--- src/rtl/telem_pkg.sv ---
// telem_pkg
//   Shared types and constants for the telemetry receiver: the frame header
//   bytes, the frame length, and the state types for the byte-level UART FSM
//   and the frame-level reassembly FSM.
package telem_pkg;

  localparam int unsigned FRAME_BYTES = 8;
  localparam logic [7:0]  HDR_BYTE1   = 8'hAA;
  localparam logic [7:0]  HDR_BYTE2   = 8'h55;

  typedef enum logic [1:0] {
    RX_IDLE,
    RX_START,
    RX_DATA,
    RX_STOP
  } rx_state_t;

  // One state per byte position in the frame.
  typedef enum logic [$clog2(FRAME_BYTES)-1:0] {
    FRM_HDR1,
    FRM_HDR2,
    FRM_BATT_H,
    FRM_BATT_L,
    FRM_CURR_H,
    FRM_CURR_L,
    FRM_TORQ_H,
    FRM_TORQ_L
  } frm_state_t;

endpackage

--- src/rtl/uart_rx_byte.sv ---
// uart_rx_byte
//   8N1 UART byte receiver. Synchronises the asynchronous RX line, detects
//   the start edge, samples mid-bit using a baud counter and delivers each
//   byte with a one-cycle ready pulse, or a one-cycle stop error pulse when
//   the stop bit is low.
//
// Ports
//   clk       system clock
//   rst       synchronous active-high reset
//   RX        serial input, idle high, asynchronous to clk
//   rx_data   last received byte (valid while rx_rdy is high)
//   rx_rdy    one-cycle pulse: byte received with a good stop bit
//   stop_err  one-cycle pulse: stop bit sampled low, byte discarded
//
// state    | meaning
// ---------+-------------------------------------------------------------
// RX_IDLE  | line idle, waiting for a 1->0 edge on synchronised RX
// RX_START | counting to mid start bit to confirm it is still low
// RX_DATA  | sampling 8 data bits, LSB first, one per bit period
// RX_STOP  | sampling the stop bit one bit period after the last data bit
module uart_rx_byte
  import telem_pkg::*;
#(
  parameter int unsigned CLKS_PER_BIT = 434
) (
  input  logic       clk,
  input  logic       rst,
  input  logic       RX,
  output logic [7:0] rx_data,
  output logic       rx_rdy,
  output logic       stop_err
);

  localparam int unsigned      CNT_W    = $clog2(CLKS_PER_BIT);
  localparam logic [CNT_W-1:0] CNT_LAST = CNT_W'(CLKS_PER_BIT - 1);
  localparam logic [CNT_W-1:0] CNT_HALF = CNT_W'(CLKS_PER_BIT / 2);

  logic             rx_meta;
  logic             rx_sync;
  logic             rx_prev;
  logic             start_edge;
  rx_state_t        state;
  logic [CNT_W-1:0] cnt;
  logic [2:0]       bit_idx;

  assign start_edge = rx_prev & ~rx_sync;

  always_ff @(posedge clk) begin
    if (rst) begin
      rx_meta  <= 1'b1;
      rx_sync  <= 1'b1;
      rx_prev  <= 1'b1;
      state    <= RX_IDLE;
      cnt      <= '0;
      bit_idx  <= '0;
      rx_data  <= '0;
      rx_rdy   <= 1'b0;
      stop_err <= 1'b0;
    end else begin
      rx_meta  <= RX;
      rx_sync  <= rx_meta;
      rx_prev  <= rx_sync;
      rx_rdy   <= 1'b0;
      stop_err <= 1'b0;

      case (state)
        RX_IDLE: begin
          if (start_edge) begin
            state <= RX_START;
            cnt   <= '0;
          end
        end

        RX_START: begin
          if (cnt == CNT_HALF) begin
            cnt <= '0;
            // A start bit that is high again at mid-bit was a glitch.
            if (!rx_sync) begin
              state   <= RX_DATA;
              bit_idx <= '0;
            end else begin
              state <= RX_IDLE;
            end
          end else begin
            cnt <= cnt + CNT_W'(1);
          end
        end

        RX_DATA: begin
          if (cnt == CNT_LAST) begin
            cnt     <= '0;
            rx_data <= {rx_sync, rx_data[7:1]};
            bit_idx <= bit_idx + 3'd1;
            if (bit_idx == 3'd7) begin
              state <= RX_STOP;
            end
          end else begin
            cnt <= cnt + CNT_W'(1);
          end
        end

        RX_STOP: begin
          if (cnt == CNT_LAST) begin
            cnt   <= '0;
            state <= RX_IDLE;
            if (rx_sync) begin
              rx_rdy <= 1'b1;
            end else begin
              stop_err <= 1'b1;
            end
          end else begin
            cnt <= cnt + CNT_W'(1);
          end
        end

        default: state <= RX_IDLE;
      endcase
    end
  end

endmodule

--- src/rtl/telem_rx.sv ---
// telem_rx
//   eBike telemetry receiver. Decodes UART bytes from RX, hunts for the
//   0xAA 0x55 header and reassembles the 12-bit battery, current and torque
//   readings into shadow registers. The outputs are updated together only
//   when a complete, well-formed frame has been received.
//
// Ports
//   clk      system clock
//   rst      synchronous active-high reset
//   RX       serial telemetry input, idle high, asynchronous to clk
//   batt     last valid battery reading
//   curr     last valid current reading
//   torque   last valid torque reading
//   vld      one-cycle pulse when batt/curr/torque update
//   frm_err  one-cycle pulse on stop-bit error or malformed frame
//
// state      | meaning
// -----------+-----------------------------------------------------------
// FRM_HDR1   | hunting for 0xAA
// FRM_HDR2   | 0xAA seen, expecting 0x55 (repeated 0xAA keeps waiting)
// FRM_BATT_H | battery bits [11:8], upper nibble must be zero
// FRM_BATT_L | battery bits [7:0]
// FRM_CURR_H | current bits [11:8], upper nibble must be zero
// FRM_CURR_L | current bits [7:0]
// FRM_TORQ_H | torque bits [11:8], upper nibble must be zero
// FRM_TORQ_L | torque bits [7:0], then publish the snapshot
module telem_rx
  import telem_pkg::*;
#(
  parameter int unsigned CLKS_PER_BIT = 434
) (
  input  logic        clk,
  input  logic        rst,
  input  logic        RX,
  output logic [11:0] batt,
  output logic [11:0] curr,
  output logic [11:0] torque,
  output logic        vld,
  output logic        frm_err
);

  logic [7:0]  rx_data;
  logic        rx_rdy;
  logic        stop_err;
  logic        nib_ok;
  frm_state_t  state;
  logic [11:0] batt_sh;
  logic [11:0] curr_sh;
  logic [3:0]  torq_hi;

  uart_rx_byte #(
    .CLKS_PER_BIT(CLKS_PER_BIT)
  ) u_byte (
    .clk     (clk),
    .rst     (rst),
    .RX      (RX),
    .rx_data (rx_data),
    .rx_rdy  (rx_rdy),
    .stop_err(stop_err)
  );

  assign nib_ok = (rx_data[7:4] == 4'h0);

  always_ff @(posedge clk) begin
    if (rst) begin
      state   <= FRM_HDR1;
      batt_sh <= '0;
      curr_sh <= '0;
      torq_hi <= '0;
      batt    <= '0;
      curr    <= '0;
      torque  <= '0;
      vld     <= 1'b0;
      frm_err <= 1'b0;
    end else begin
      vld     <= 1'b0;
      frm_err <= 1'b0;

      // stop_err and rx_rdy never coincide, so vld and frm_err cannot either.
      if (stop_err) begin
        frm_err <= 1'b1;
        state   <= FRM_HDR1;
      end else if (rx_rdy) begin
        case (state)
          FRM_HDR1: begin
            if (rx_data == HDR_BYTE1) state <= FRM_HDR2;
          end

          FRM_HDR2: begin
            if (rx_data == HDR_BYTE2) begin
              state <= FRM_BATT_H;
            end else if (rx_data != HDR_BYTE1) begin
              state <= FRM_HDR1;
            end
          end

          FRM_BATT_H: begin
            if (nib_ok) begin
              batt_sh[11:8] <= rx_data[3:0];
              state         <= FRM_BATT_L;
            end else begin
              frm_err <= 1'b1;
              state   <= FRM_HDR1;
            end
          end

          FRM_BATT_L: begin
            batt_sh[7:0] <= rx_data;
            state        <= FRM_CURR_H;
          end

          FRM_CURR_H: begin
            if (nib_ok) begin
              curr_sh[11:8] <= rx_data[3:0];
              state         <= FRM_CURR_L;
            end else begin
              frm_err <= 1'b1;
              state   <= FRM_HDR1;
            end
          end

          FRM_CURR_L: begin
            curr_sh[7:0] <= rx_data;
            state        <= FRM_TORQ_H;
          end

          FRM_TORQ_H: begin
            if (nib_ok) begin
              torq_hi <= rx_data[3:0];
              state   <= FRM_TORQ_L;
            end else begin
              frm_err <= 1'b1;
              state   <= FRM_HDR1;
            end
          end

          FRM_TORQ_L: begin
            // Torque low byte goes straight to the output so all three
            // readings land in the same cycle as vld.
            batt   <= batt_sh;
            curr   <= curr_sh;
            torque <= {torq_hi, rx_data};
            vld    <= 1'b1;
            state  <= FRM_HDR1;
          end

          default: state <= FRM_HDR1;
        endcase
      end
    end
  end

endmodule
--- config.mk ---
export PLATFORM = sky130hd
export DESIGN_NAME = telem_rx
export DESIGN_NICKNAME = d
export VERILOG_FILES = /design/src/rtl/telem_pkg.sv /design/src/rtl/uart_rx_byte.sv /design/src/rtl/telem_rx.sv
export SDC_FILE = /design/constraint.sdc
export NUM_CORES = 1
export LEC_CHECK = 0
export BUFFER_PORTS_ARGS = -buffer_cell sky130_fd_sc_hd__buf_4
export CAP_MARGIN = 20
export CORE_ASPECT_RATIO = 0.75
export CORE_MARGIN = 2
export CORE_UTILIZATION = 43
export DETAILED_ROUTE_END_ITERATION = 6
export MAX_ROUTING_LAYER = met4
export PLACE_DENSITY = 0.71
export SYNTH_ARGS = -nofsm -noshare
export SYNTH_HDL_FRONTEND = slang
export SYNTH_SLANG_ARGS = --single-unit
--- constraint.sdc ---
create_clock -name clk -period 2 [get_ports clk]
set_input_delay 0.2 -clock clk [delete_from_list [all_inputs] [get_ports clk]]
set_output_delay 0.2 -clock clk [all_outputs]
set_load 0.01 [all_outputs]
==> summary.md <==
| Metric | Value |
|---|---|
| Share of layout cells above drive strength 1 | `between 10% and 20%` |
| WHS | `0.0403 ns` |
| Most area-hungry cell type in the Yosys netlist | `dfxtp_1` |
| Crit-path max FO | `6` |
| DP Area | `4340 um2` |
| Setup TNS | `0 ns` |
| Ys async rst share | `0%` |
| CP Cell Sequence | `or4_1 -> nor4_4 -> buf_4 -> mux2i_1 -> nor2_1` |
| Post-synth top area share | `between 40% and 50%` |
| Drt drc | `0` |
| Synth Area in Compound Gates | `between 10% and 20%` |
| Overflow after GRT | `0` |
| Top-count cell post-synth | `dfxtp_1` |
| Post-synth EDFFs | `0` |
| Final design utilization | `~52%` |
| Growth of design area from synthesis to finish | `19.9%` |
| Core Region | `8930 um2` |
| Synth warnings | `0` |
| RSZ-0062 raised after global routing | `false` |
| Power share of the clock group | `a little under half` |
| Clk_skew | `~0.0089 ns` |
| Mapped Avg Cell Area | `between 8 and 9 um2` |
| Period minus WS final | `1.91 ns` |
| Root Buffer | `clkbuf_16` |
| Power Density | `805 nW/um2` |
| All-Layer GR Usage | `between 10% and 20%` |
| Peak supply drop | `0.000421 V` |
| Slowest cell on crit path | `or4_1` |
| Max Clock Freq | `roughly 520 MHz` |
| Total Routed Length | `8.36 mm` |
| Leakage Power | `1.85 nW` |
| Diode count | `0` |
| Post-synthesis mux area share | `under 10%` |
| Synth Area in XOR/XNOR | `less than 1%` |
| Max-slew violations | `0` |
| Largest net degree at the start of global routing | `between 40 and 50` |
| Clk pin slew, worst setup/hold paths | `roughly 0.07 ns` |
| Hold Path Stages | `2` |
| Routed vias/inst | `about 5.2` |
| Net Sw Power | `802 uW` |
| Die H | `86.4 um` |
| TritonCTS Buffers | `9` |
| Vias in the first global route | `2871` |
| Design Area, Final | `roughly 4700 um2` |
| Die width | `between 100 and 150 um` |
| Largest cells by area after synthesis | `dfxtp_1, mux2i_1, nand2_1` |
| Slew HR | `63.7%` |
| Max-cap violations | `0` |
| Inst Count DP | `579` |
| Standard-cell rows | `30` |
| Clock Path Buffers | `2` |
| CTS tree | `built` |
| Status | `finished, final reports clean` |
| Number of detailed-route iterations in the first pass | `4` |
| CP arrival | `approximately 2.1 ns` |
| Initial antenna violation count | `0` |
| Total power | `~3.8 mW` |
| Distinct cells, synth | `53` |
| Final hold violations | `0` |
| Switch share | `21.3%` |
| Worst Setup End Kind | `register` |
| Synth Cell Area | `approximately 3900 um2` |
| Worst-Skew Late Latency | `approximately 0.34 ns` |
| Worst-Margin Slew | `about 0.54 ns` |
| Seq/Total Area, Yosys | `49.4%` |
| Sink Count | `96` |
| Post-synthesis simple-gate area fraction | `roughly 23%` |
| Synth Instances | `440` |
| Initial core utilization | `a little over two fifths` |
| WL/cell | `14.0 um` |
| Post-detail-place hpwl | `about 5.7 mm` |
| Kind of critical path | `register to register` |
| Power Internal | `between 2 and 3 mW` |
| DRT iter0 DRCs | `between 200 and 250` |
| Gate power share | `around 1.7%` |
| Final Cycle Share | `a little over nine tenths` |
| First-pass GRT wire length | `~14 mm` |
| Worst Setup Start Kind | `register` |
| Final Non-Filler Cells | `596` |
| Post-synth top cells | `dfxtp_1, nand2_1, nor2_1` |
| Hold Buf Count CTS | `0` |
| Die ar. | `9840 um2` |
| Final setup fails | `0` |
| GP Congestion | `around 0.87` |
| Synth Area in Adders | `between 1 and 1.5%` |
| Yosys reg bits | `96` |
| Fin nets | `486` |
| H-tree lvl count | `3` |
| Post-Place Setup Slack | `0.0834 ns` |
| Worst hold path class | `input pin to register` |
| FF-to-FF path depth | `5` |
| Vias post-DR | `~3100` |
| # IOs | `41` |
| Antenna Nets Post-Route | `0` |
| Setup WS post-layout | `between 0.08 and 0.09 ns` |
| Slowest cell delay on critical path | `between 0.7 and 0.8 ns` |
| Fillers | `between 800 and 900` |
| Reg power frac | `51.1%` |
| IO Port Bufs | `40` |
| Largest family of logic cells by synthesized area | `simple AND/OR/NAND/NOR gates` |
| Syn nets | `roughly 450` |
| Primary FF master, synth | `dfxtp_1` |
| Required @ worst endpoint | `2.22 ns` |
-- cell usage in the layout (no fill, tap or decap), drive strengths merged, types with 3 or more instances in the layout --
master  Yosys  routed
nand4       3       3
nor4        3       3
nand2      88      88
nor4b       3       3
dfxtp      96      96
a311oi      3       3
or3         3       3
mux2i      36      36
ha          4       4
a21oi      42      42
o22ai       3       3
nor2b       6       6
nand2b      4       4
nor3        6       6
nor2       46      46
clkbuf     23      10
and2        3       3
inv         7      11
nand3       4       4
o211ai      4       4
nand3b      4       4
buf        10      61
o21ai       6       6
-- state kept, by name, summed over array words and instances (netlist names), 3 cells and up, named ones only --
register        flops
curr               12
u_byte.rx_data      8
u_byte.cnt          9
batt_sh            12
curr_sh            12
u_byte.bit_idx      3
state               3
torq_hi             4
batt               12
torque             12
-- power groups by stage --
stage	clock network [mW]	logic, mW	registers (mW)
floorplan	0	0.0437	1.96
global placement	0	0.0632	1.96
detailed placement	0	0.0638	1.96
CTS	1.81	0.0643	1.92
global route	1.88	0.0714	1.92
finish	1.77	0.0641	1.92
-- area by class of cell --
class	instances	area [um2]	area share, %
Clock inverter	6	72.6	1.55
Clock buffer	10	239	5.12
Timing Repair Buffer	61	458	9.81
Sequential cell	96	1920	41.2
Inverter	7	26.3	0.563
Tap cell	112	140	3.00
Multi-Input combinational cell	304	1810	38.8
-- layer usage --
layer  vias up  track usage [%]  share of wire (%)
met4         0             5.54               0.81
li1       1584                -                  -
met2        61             27.4                 45
met5         -                -                  0
met1      1421             24.3                 49
met3         9             4.69                5.0
-- critical path: cells and delay by family (launching register included) --
family | cells | cell delay (ns)
mux | 1 | 0.20
buf+inv | 1 | 0.18
flops | 1 | 0.31
simple gates | 3 | 1.10
-- cell families after synthesis --
family / Yosys count
compound gates: 77
xor+xnor: 1
fa+ha+maj: 4
buf+inv: 40
flops: 96
mux: 36
simple gates: 186
-- final timing paths --
path	end	slack [ns]	startpoint
worst max-delay path	curr_sh[8]	0.09	u_byte.rx_data[4]
worst min-delay path	u_byte.rx_meta	0.04	RX
worst max register to register	curr_sh[8]	0.09	u_byte.rx_data[4]
worst min register to register	u_byte.rx_sync	0.42	u_byte.rx_meta
-- timing repair --
action	in CTS	in global routing
setup endpoints to repair	0	2
resized for setup	0	1
endpoints found under the hold margin	0	0
buffers inserted	0	1
Note: power is estimated with default switching activity, not from simulation.
